<file path="config.mk">
export PLATFORM = sky130hd
export DESIGN_NAME = trellis_tx
export DESIGN_NICKNAME = d
export VERILOG_FILES = /design/src/rtl/trellis_tx.sv
export SDC_FILE = /design/constraint.sdc
export NUM_CORES = 1
export LEC_CHECK = 0
export BUFFER_PORTS_ARGS = -buffer_cell sky130_fd_sc_hd__buf_4
export CAP_MARGIN = 10
export CORE_UTILIZATION = 57
export CTS_BUF_LIST = sky130_fd_sc_hd__clkbuf_16
export DETAILED_ROUTE_END_ITERATION = 10
export PLACE_DENSITY = 0.79
export SYNTH_ARGS = -nofsm -noshare
export SYNTH_HDL_FRONTEND = slang
export SYNTH_SLANG_ARGS = --single-unit
</file>
<file path="constraint.sdc">
create_clock -name clock -period 2.7 [get_ports clock]
set_input_delay 0.135 -clock clock [delete_from_list [all_inputs] [get_ports clock]]
set_output_delay 0.135 -clock clock [all_outputs]
set_load 0.02 [all_outputs]
</file>
<file path="src/rtl/trellis_tx.sv">
// Two-stage 4D-PAM5 trellis transmit pipeline: byte -> coded byte + parity (S1) -> four PAM-5 symbols (S2).
// Optional side-stream scrambler is enabled by defining TRELLIS_TX_SCRAMBLER_EN.
module trellis_tx (
    input  logic              clock,
    input  logic              reset,
    input  logic [7:0]        io_txData,
    input  logic              io_txValid,
    output logic              io_txReady,
    output logic signed [2:0] io_txSymbols_0,
    output logic signed [2:0] io_txSymbols_1,
    output logic signed [2:0] io_txSymbols_2,
    output logic signed [2:0] io_txSymbols_3,
    output logic              io_txSymValid,
    input  logic              io_symReady
);

    logic             s1_valid;
    logic             s1_parity;
    logic [7:0]       s1_data;
    logic             s2_valid;
    logic [3:0][2:0]  s2_sym;
    logic [2:0]       cs;
    logic [7:0]       coded;
    logic [3:0][2:0]  mapped;
    logic             s2_advance;
    logic             accept;

    assign s2_advance = !s2_valid || io_symReady;
    // Reset term keeps the handshake closed while reset is held.
    assign io_txReady = reset && (!s1_valid || s2_advance);
    assign accept     = io_txValid && io_txReady;

`ifdef TRELLIS_TX_SCRAMBLER_EN
    logic [10:0] lfsr;

    assign coded = io_txData ^ lfsr[7:0];

    always_ff @(posedge clock) begin
        if (!reset) begin
            lfsr <= 11'h7FF;
        end else if (accept) begin
            lfsr <= {lfsr[9:0], lfsr[10] ^ lfsr[8]};
        end
    end
`else
    assign coded = io_txData;
`endif

    function automatic logic [2:0] pam_level(input logic [1:0] bits);
        logic [2:0] level;
        case (bits)
            2'b00:   level = 3'b110;
            2'b01:   level = 3'b111;
            2'b10:   level = 3'b001;
            default: level = 3'b010;
        endcase
        return level;
    endfunction

    always_comb begin
        mapped = '0;
        for (int unsigned j = 0; j < 4; j++) begin
            mapped[j] = pam_level(s1_data[2*j +: 2]);
        end
        if (s1_parity) begin
            mapped[0] = -mapped[0];
        end
    end

    always_ff @(posedge clock) begin
        if (!reset) begin
            s1_valid  <= 1'b0;
            s1_parity <= 1'b0;
            s1_data   <= '0;
            s2_valid  <= 1'b0;
            s2_sym    <= '0;
            cs        <= '0;
        end else begin
            if (s2_advance) begin
                s2_valid <= s1_valid;
                s2_sym   <= mapped;
            end
            // S1 is free whenever io_txReady is high, so it reloads (or empties) then.
            if (io_txReady) begin
                s1_valid <= io_txValid;
            end
            if (accept) begin
                s1_data   <= coded;
                s1_parity <= cs[0];
                cs        <= {coded[7] ^ cs[1], coded[6] ^ cs[0], cs[2]};
            end
        end
    end

    assign io_txSymValid  = s2_valid;
    assign io_txSymbols_0 = s2_valid ? s2_sym[0] : '0;
    assign io_txSymbols_1 = s2_valid ? s2_sym[1] : '0;
    assign io_txSymbols_2 = s2_valid ? s2_sym[2] : '0;
    assign io_txSymbols_3 = s2_valid ? s2_sym[3] : '0;

endmodule

</file>
== Word level (Yosys, flattened, before mapping) ==
Cells that the tools add are included.

* Add/subtract/negate cells: 1
* Multipliers: 0
* Divide/modulo/power cells: 0
* Magnitude comparators: 0
* Equality and inequality tests: 8
* Shift-type cells: 0
* Muxes and demuxes: 9
* Bitwise operators: 2
* Reduce and logical (&&, ||, !) cells: 10

{| class="wikitable"
|+ Operators with widths
! cell !! number
|-
| 3-bit case mux with 3 select lines || 4
|-
| 3-bit 2-to-1 mux || 5
|-
| 2-bit by 1-bit == test with 1-bit output, second input constant || 4
|-
| 2-bit == test, second input constant || 4
|-
| 2-bit zero test || 4
|-
| 3-bit negator || 1
|-
| 1-bit logical AND || 2
|-
| 1-bit zero test || 2
|-
| 1-bit logical OR || 2
|-
| 1-bit XOR || 2
|}

* Flip-flop bits (word level): 26
* Latch bits: 0
* Bits in writable memories: 0
* Bits in read-only memories: 0
* Bits of input ports: 12
* Memories kept: 0

== Depth between registers and ports, before layout ==
Gate-level depths: netlist of run 1.

* Depth in word-level cells: 5
* Depth in mapped cells: 5
* Mapped depth without buffers: 5

== Least setup slack after synthesis of run 1 ==
No wires, ideal clock.

* Path kind: reg-to-output
* Start point: register s2_valid (netlist: io_txSymValid)
* End point: output io_txReady
* Arrival time: 1.273 ns
* Required time: 2.565 ns
* Slack: 1.292 ns
* Cell stages (with the launch flop): 4
* Buffers on the path: 1
* Cells stage by stage: dfxtp_1 -> and2b_4 -> buf_4 -> a21boi_0

* Longest elaborated chain between the ends: 4

{| class="wikitable"
|+ RTL lines
! what !! RTL line !! RTL
|-
| from (decl) || 20 || <nowiki>logic s2_valid;</nowiki>
|-
| from (signal assigned) || 80 || <nowiki>s2_valid <= s1_valid;</nowiki>
|-
| 1-bit zero test || 28 || <nowiki>assign s2_advance = !s2_valid || io_symReady;</nowiki>
|-
| 1-bit logical OR || 28 ||
|-
| 1-bit logical OR || 30 || <nowiki>assign io_txReady = reset && (!s1_valid || s2_advance);</nowiki>
|-
| 1-bit logical AND || 30 ||
|-
| to (decl) || 8 || <nowiki>output logic io_txReady,</nowiki>
|}

No other way between the ends.

== Worst setup path in the final report of run 1 ==
Ends and elaborated chain as after synthesis.

==> reports/metrics.yaml, run 1 <==
status: "finished clean"
hold_viol: 0
slew_violations: 0
post-route-util_pct: 75.7
fmax_mhz: 635
cp-end-kind: "primary output"
areaGrowthSynthToFinish_pct: 19.2
seqCellArea_um2: 520
postCtsResizedCells: 0
ir_worst_vdd_mv: 0.470
cts_tree: "built"
routed_via_density: 5.00
dp_slack_ps: 1190
finalSetupViolCount: 0
relSlewSlack_pct: 62.8
grt_overflow: 0
fin_cells: 193
grt_use_total_pct: 19.4
clock_power_share_pct: 35.8
pwr_density_cell_nw_per_um2: 566
grt_pass1_vias: 874
postCtsSetupBuffers: 0
clk_latency_ps: 250
fill_cells: 150
ios: 26
synth_area_um2: 1310
hpwl_um: 1590
setup.worst_path.start_class: "register"
p_sw_uw: 205
multiInputGateArea_um2: 673
synthCells: 144
p_int_uw: 679
final.period_utilization_pct: 58.3
min_period_ps: 1570
antenna_cells: 0
vias: 965
die-height_um: 49.9
coreArea_um2: 2060
critical_path_required_ps: 2570
final_common_cell: "nand2_1"
grt_pass1_wl_um: 3660
hold_path.class: "primary input to register"
synth.distinct_cells: 24
cp_max_fo: 15
setup_ws_ps: 1130
p_comb_share_pct: 14.2
layout.nets: 191
skew_ps: 3.64
grt_antenna_before_repair: 0
port_buffers: 25
tightest_slew_ps: 557
cts.clk_slew.worst_paths_ps: 60
path_class: "register to primary output"
ys_warn_count: 0
drc_errors: 0
dp.cells: 189
drtPass1Iterations: 4
die_area_um2: 2490
ant_nets: 0
worstPathArrival_ps: 1440
cts-root-buf: "clkbuf_16"
max-cap-violations: 0
rsz0062_at_grt: "false"
tns_ps: 0
die_w_um: 49.9
worst-r2r-setup-slack_ps: 1170
fp-row-count: 16
hold_ws_ps: 127
p_leak_nw: 0.755
avgSynthCellArea_um2: 9.10
power.share.sequential_pct: 50.0
total_power_uw: 884
dpl-instance-area_um2: 1480
ys_ff_latch: 26
drt-initial-drc-count: 13
start_util_pct: 63.5
synth.net_count: 168
wire_per_inst_um: 11.5
final_cell_mix: "nand2_1 (28), dfxtp_1 (26), buf_4 (25), inv_1 (18), mux2i_1 (13)"
clock-sinks: 26
hold_buffers: 0
cts_max_level: 1
clock_path_buffers: 2
gp_congestion: 0.748
numCtsBuffers: 3
routed_wirelength_um: 2230
netSwitchingFraction_pct: 23.2
synth_seq_area_share_pct: 39.7
grt_max_degree: 29
final_area_um2: 1560
drive_gt1_share_pct: 18.1
==> worst paths after layout <==
kind	start	depth (start not counted)	to
worst min-delay path	io_txData[1]	3	s1_data[1]$_SDFFE_PN0P_
worst max-delay path	io_txSymValid$_SDFFE_PN0P_	3	io_txReady
worst max register to register	io_txSymValid$_SDFFE_PN0P_	3	s1_data[5]$_SDFFE_PN0P_
worst min register to register	s2_sym[11]$_SDFFE_PN0P_	2	s2_sym[11]$_SDFFE_PN0P_
==> worst max-delay path, stage by stage (launching register included) <==
cell and delay [ps]:
dfxtp_1 560, and2b_4 330, a21boi_0 120, buf_4 170
==> cell usage after synthesis <==
cell type / instances / area [um^2]
a21boi_0: 5 / 37.5
a21boi_1: 2 / 15.0
a21oi_1: 1 / 5.00
a21oi_4: 1 / 16.3
and2_1: 12 / 75.1
and2b_4: 1 / 10.0
buf_12: 1 / 20.0
buf_2: 2 / 10.0
buf_4: 1 / 7.51
clkbuf_1: 3 / 11.3
dfxtp_1: 26 / 521
ha_1: 12 / 150
inv_1: 18 / 67.6
mux2i_1: 13 / 130
nand2_1: 28 / 105
nand2b_1: 1 / 6.26
nor2_1: 3 / 11.3
nor2b_1: 1 / 6.26
nor3_1: 2 / 10.0
nor3b_1: 2 / 15.0
o211a_1: 4 / 40.0
o21a_1: 1 / 7.51
or3_1: 1 / 6.26
xnor2_1: 3 / 26.3
==> logic make-up (layout without fill, tap and decap cells) <==
| family | count (synthesis) | after routing | share of synthesized area [%] |
|---|---|---|---|
| adders and majority gates | 12 | 12 | 11.5 |
| muxes | 13 | 13 | 9.93 |
| AOI/OAI and AO/OA | 14 | 14 | 9.26 |
| and+or+nand+nor | 51 | 51 | 18.7 |
| buffers and inverters | 25 | 47 | 8.88 |
| xor gates and xnor gates | 3 | 3 | 2.01 |
| DFF | 26 | 26 | 39.7 |
==> power by group through the flow <==
| stage | sequential, mW | combinational, mW | clock [mW] |
|---|---|---|---|
| CTS | 0.442 | 0.127 | 0.326 |
| global route | 0.446 | 0.140 | 0.345 |
| finish | 0.442 | 0.126 | 0.317 |
| detailed placement | 0.451 | 0.125 | 0 |
| floorplan | 0.444 | 0.0924 | 0 |
| global placement | 0.448 | 0.121 | 0 |
==> layout make-up <==
class | count | area share [%]
clock inverters | 1 | 0.240
flip-flops and latches | 26 | 33.3
well taps | 27 | 2.16
multi-input cells | 93 | 43.1
inverters | 18 | 4.33
repair buffers | 25 | 12.0
clock buffers | 3 | 4.81
==> routing by layer <==
metal  GRT usage, %  share of wire [%]  vias up  wire length, um
li1               -                  -      497                -
met4           7.14               0.63        0               14
met3           2.78                6.2        2              138
met1           24.7                 46      435             1020
met2           32.9                 47       31             1050
met5              0                  0        -                0
==> registers in the layout, summed over array words and instances, names as in the netlist <==
name           flops
s2_sym            12
s1_data            8
cs                 3
io_txSymValid      1
s1_parity          1
s1_valid           1
Note: power is estimated with default switching activity, not from simulation.
==> run 2: changes to the inputs <==
CORE_UTILIZATION = 48   (was 57)
PLACE_DENSITY = 0.71   (was 0.79)
clock period = 1.3 ns   (was 2.7 ns; I/O delays follow)
==> reports/metrics.yaml, run 2 (synthesized netlist as in run 1, its figures left out) <==
status: "finished clean"
grt_overflow: 0  # unchanged
postCtsResizedCells: 0  # unchanged
min_period_ps: 1130
clk_latency_ps: 250  # about the same
layout.nets: 197  # +3.1%
tns_ps: 0  # unchanged
p_leak_nw: 0.784  # +3.8%
drive_gt1_share_pct: 21.1  # +3.0 points
reg2reg_to: "s1_data[1]$_SDFFE_PN0P_"
coreArea_um2: 2520  # +22%
largest_reg_flops: 12  # unchanged
gp_congestion: 0.678  # -9.4%
hold_viol: 0  # unchanged
clock_path_buffers: 2  # unchanged
skew_ps: 1.42  # -2.22 ps
drc_errors: 0  # unchanged
grt_use_total_pct: 18.5  # -0.91 points
post-route-util_pct: 63.7  # -12 points
hold_ws_ps: 56.4  # -70.3 ps
grt_pass1_wl_um: 3850  # +5.3%
final.period_utilization_pct: 86.7
clock-sinks: 26  # unchanged
cts.clk_slew.worst_paths_ps: 60  # about the same
endpoint: "io_txSymbols_2[1]"
fmax_mhz: 887
setup_ws_ps: 173  # -952 ps
cp-end-kind: "primary output"
grt_antenna_before_repair: 0  # unchanged
drtPass1Iterations: 3  # -1
numCtsBuffers: 3  # unchanged
rsz0062_at_grt: "false"
hold_buffers: 0  # unchanged
worstReg2RegStart: "io_txSymValid$_SDFFE_PN0P_"
cts-root-buf: "clkbuf_16"
die-height_um: 54.2  # +8.6%
r2r.worst_path.cells: 4  # +1
dp_slack_ps: 191  # -1000 ps
top_register: "s2_sym"
fill_cells: 226  # +51%
slew_violations: 0  # unchanged
reg_top3: "s2_sym (12), s1_data (8), cs (3)"
path_class: "register to primary output"
die_area_um2: 2940  # +18%
grt_pass1_vias: 930  # +6.4%
start_util_pct: 51.9  # -12 points
final_cell_mix: "buf_4 (31), nand2_1 (28), dfxtp_1 (26), inv_1 (18), mux2i_1 (13)"
final_common_cell: "buf_4"
dpl-instance-area_um2: 1530  # +3.3%
tightest_slew_ps: 252  # -304 ps
routed_wirelength_um: 2300  # +3.5%
vias: 974  # +0.93%
worstPathArrival_ps: 1060  # -380 ps
hold_path.class: "primary input to register"
port_buffers: 25  # unchanged
ios: 26  # unchanged
cp_max_fo: 14  # -1
die_w_um: 54.2  # +8.6%
final_area_um2: 1610  # +2.9%
postCtsSetupBuffers: 0  # unchanged
pwr_density_cell_nw_per_um2: 1150  # +100%
hpwl_um: 1690  # +6.1%
wire_per_inst_um: 11.5  # -0.62%
ant_nets: 0  # unchanged
finalSetupViolCount: 0  # unchanged
ir_worst_vdd_mv: 0.951  # +100%
areaGrowthSynthToFinish_pct: 22.6
antenna_cells: 0  # unchanged
routed_via_density: 4.85  # -3.1%
fp-row-count: 18  # +2
drt-initial-drc-count: 14  # +1
grt_max_degree: 28  # -3.4%
setup.worst_path.start_class: "register"
cts_max_level: 1  # unchanged
critical_path_required_ps: 1240  # -1330 ps
startpoint: "io_txSymValid$_SDFFE_PN0P_"
max-cap-violations: 0  # unchanged
cts_tree: "built"
worst-r2r-setup-slack_ps: 190  # -980 ps
relSlewSlack_pct: 83.2  # +20 points
[run 2: metal layers]
layer	part of all wire [%]	vias to the layer above	GRT usage [%]
met5	0	-	0
met4	1.7	0	8.97
li1	-	506	-
met3	3.7	5	3.61
met1	49	444	22.7
met2	46	19	30.7
[run 2: where the power goes]
group | total (mW) | internal, mW | switching (mW)
Clock | 0.660 | 0.407 | 0.253
Combinational | 0.279 | 0.142 | 0.137
Sequential | 0.912 | 0.868 | 0.0434
Total | 1.85 | 1.42 | 0.434
[run 2: per-stage QoR]
step,power [mW],cells
floorplan,1.11,144
CTS,1.87,201
global route,1.95,201
detailed placement,1.21,198
global placement,1.20,198
finish,1.85,201
[run 2: worst min path at each step]
stage | to | cells after the start | startpoint
6_report | s1_data[0]$_SDFFE_PN0P_ | 3 | io_txData[0]
3_3_place_gp | s1_valid$_SDFFE_PN0P_ | 3 | io_txValid
5_1_grt | s1_data[5]$_SDFFE_PN0P_ | 3 | io_txData[5]
3_5_place_dp | s1_valid$_SDFFE_PN0P_ | 3 | io_txValid
4_1_cts | s1_data[0]$_SDFFE_PN0P_ | 3 | io_txData[0]
2_1_floorplan | s1_data[0]$_SDFFE_PN0P_ | 2 | io_txData[0]
[run 2: critical path: stages, from the launching register on]
cell and delay (ps):
dfxtp_1 310, buf_4 170, and2_1 170, buf_4 150
[run 2: layout make-up]
cell class,instances,area (um^2),area share (%)
inverters,18,67.6,4.21
repair buffers,31,233,14.5
flip-flops and latches,26,520,32.4
well taps,30,37.5,2.34
multi-input cells,93,673,41.9
clock buffers,3,75.1,4.67
==> run 3: changes to the inputs <==
CORE_UTILIZATION = 53   (was 48)
HOLD_SLACK_MARGIN = 0.03   (was unset)
PLACE_DENSITY = 0.74   (was 0.71)
clock period = 1.1 ns   (was 1.3 ns; I/O delays follow)
==> reports/metrics.yaml, run 3 (synthesized netlist as in run 1, its figures left out) <==
min_period_ps: 1210
routed_wirelength_um: 2410  # +4.6%
worstPathArrival_ps: 1150  # +90 ps
p_leak_nw: 0.834  # +6.4%
max-cap-violations: 0  # unchanged
rsz0062_at_grt: "true"
final.period_utilization_pct: 110
grt_overflow: 0  # unchanged
tns_ps: -528  # -528 ps
seqCellArea_um2: 528  # +1.4%
setup_ws_ps: -107  # -280 ps
clk_latency_ps: 250  # about the same
hold_end: "s1_data[0]$_SDFFE_PN0P_"
setup.worst_path.start_class: "register"
port_buffers: 25  # unchanged
slowest_stage: "dfxtp_4"
reg_top3: "s2_sym (12), s1_data (8), cs (3)"
slew_violations: 0  # unchanged
hold_buffers: 0  # unchanged
fmax_mhz: 829
antenna_cells: 0  # unchanged
die-height_um: 51.7  # -4.7%
startpoint: "io_txSymValid$_SDFFE_PN0P_"
cts_max_level: 1  # unchanged
coreArea_um2: 2280  # -9.8%
dp.cells: 199  # +0.51%
hold_viol: 0  # unchanged
ant_nets: 0  # unchanged
largest_reg_flops: 12  # unchanged
drive_gt1_share_pct: 29.5  # +8.5 points
wire_per_inst_um: 11.8  # +3.0%
r2r.worst_path.cells: 4  # unchanged
cts_tree: "built"
die_area_um2: 2670  # -9.1%
finalSetupViolCount: 13  # +13
grt_pass1_vias: 959  # +3.1%
grt_max_degree: 19  # -32%
final_cell_mix: "buf_4 (30), nand2_1 (28), dfxtp_1 (22), inv_1 (18), mux2i_1 (13)"
gp_congestion: 0.696  # +2.6%
reg2reg_to: "cs[0]$_SDFFE_PN0P_"
routed_via_density: 4.85  # +0.15%
dp_slack_ps: -38.0  # -229 ps
grt_pass1_wl_um: 4060  # +5.6%
areaGrowthSynthToFinish_pct: 30.8
cp_cell_sequence: "and2b_4, buf_6, a21boi_2, buf_4"
cp-end-kind: "primary output"
worst-r2r-setup-slack_ps: 0  # -190 ps
pwr_density_cell_nw_per_um2: 1310  # +14%
start_util_pct: 57.6  # +5.6 points
grt_antenna_before_repair: 0  # unchanged
fin_cells: 204  # +1.5%
ir_worst_vdd_mv: 0.957  # +0.61%
cts.clk_slew.worst_paths_ps: 60  # about the same
clock-sinks: 26  # unchanged
cts-root-buf: "clkbuf_16"
cp_slowest_stage_delay_ps: 340  # +30 ps
vias: 990  # +1.6%
grt_use_total_pct: 20.7  # +2.2 points
violations: "setup timing"
min_from: "io_txData[0]"
status: "finished with violations"
numCtsBuffers: 3  # unchanged
clock_path_buffers: 2  # unchanged
top_register: "s2_sym"
drc_errors: 0  # unchanged
final_area_um2: 1710  # +6.6%
hold_path.class: "primary input to register"
total_power_mw: 2.24  # +21%
skew_ps: 2.00  # +0.584 ps
cp_max_fo: 4  # -10
drtPass1Iterations: 4  # +1
worstReg2RegStart: "io_txSymValid$_SDFFE_PN0P_"
multiInputGateArea_um2: 713  # +5.9%
dpl-instance-area_um2: 1570  # +2.6%
fill_cells: 178  # -21%
die_w_um: 51.7  # -4.7%
fp-row-count: 17  # -1
relSlewSlack_pct: 83.7  # +0.53 points
critical_path_required_ps: 1040  # -200 ps
drt-initial-drc-count: 7  # -7
final_common_cell: "buf_4"
min_path_cells: 3  # unchanged
post-route-util_pct: 75.3  # +12 points
hold_ws_ps: 46.6  # -9.72 ps
path_class: "register to primary output"
hpwl_um: 1770  # +4.9%
layout.nets: 201  # +2.0%
cp_num_buf_inv: 2  # unchanged
ios: 26  # unchanged
tightest_slew_ps: 244  # -8.35 ps
critPathTopFamily: "flip-flops"
## run 3: cell types whose count changed in the layout (fill, tap and decap cells not counted), moves of 2 or more
cell / before / now
buf_6: 0 / 4
dfxtp_1: 26 / 22
nor3b_1: 2 / 0
dfxtp_2: 0 / 3
nor3b_2: 0 / 2
nor3_1: 2 / 0
## run 3: final cells by class
cell class	count	area share (%)
Timing Repair Buffer	35	16.9
Clock buffer	3	4.38
Tap cell	28	2.05
Sequential cell	26	30.8
Multi-Input combinational cell	93	41.6
Inverter	18	3.94
Clock inverter	1	0.219
## run 3: worst max path at each step
| stage | to | cells after the start |
|---|---|---|
| finish | io_txReady | 4 |
| CTS | io_txReady | 4 |
| global placement | s2_sym[11]$_SDFFE_PN0P_ | 3 |
| floorplan | cs[0]$_SDFFE_PN0P_ | 4 |
| global route | io_txReady | 4 |
| detailed placement | s2_sym[11]$_SDFFE_PN0P_ | 5 |
## run 3: timing repair
item / CTS / global route
endpoints found under the setup margin: 18 / 37
resized for setup: 6 / 9
cloned: 0 / 0
pin swaps: 2 / 0
buffers inserted: 1 / 0
## run 3: layer usage
layer  up-vias  track usage [%]  wire length (um)
li1        515                -                 -
met1       452             25.4              1080
met2        21             35.7              1230
met3         2             4.39                83
met4         0             6.76                16
met5         -                0                 0
## run 3: power by group
part           internal [mW]  switching, mW
clock network          0.485          0.303
registers               1.03         0.0529
logic                  0.198          0.176
## run 3: tightest hold or removal path: cells and delay by family
family | cells | cell delay [ps]
mux | 1 | 50
buf+inv | 2 | 150
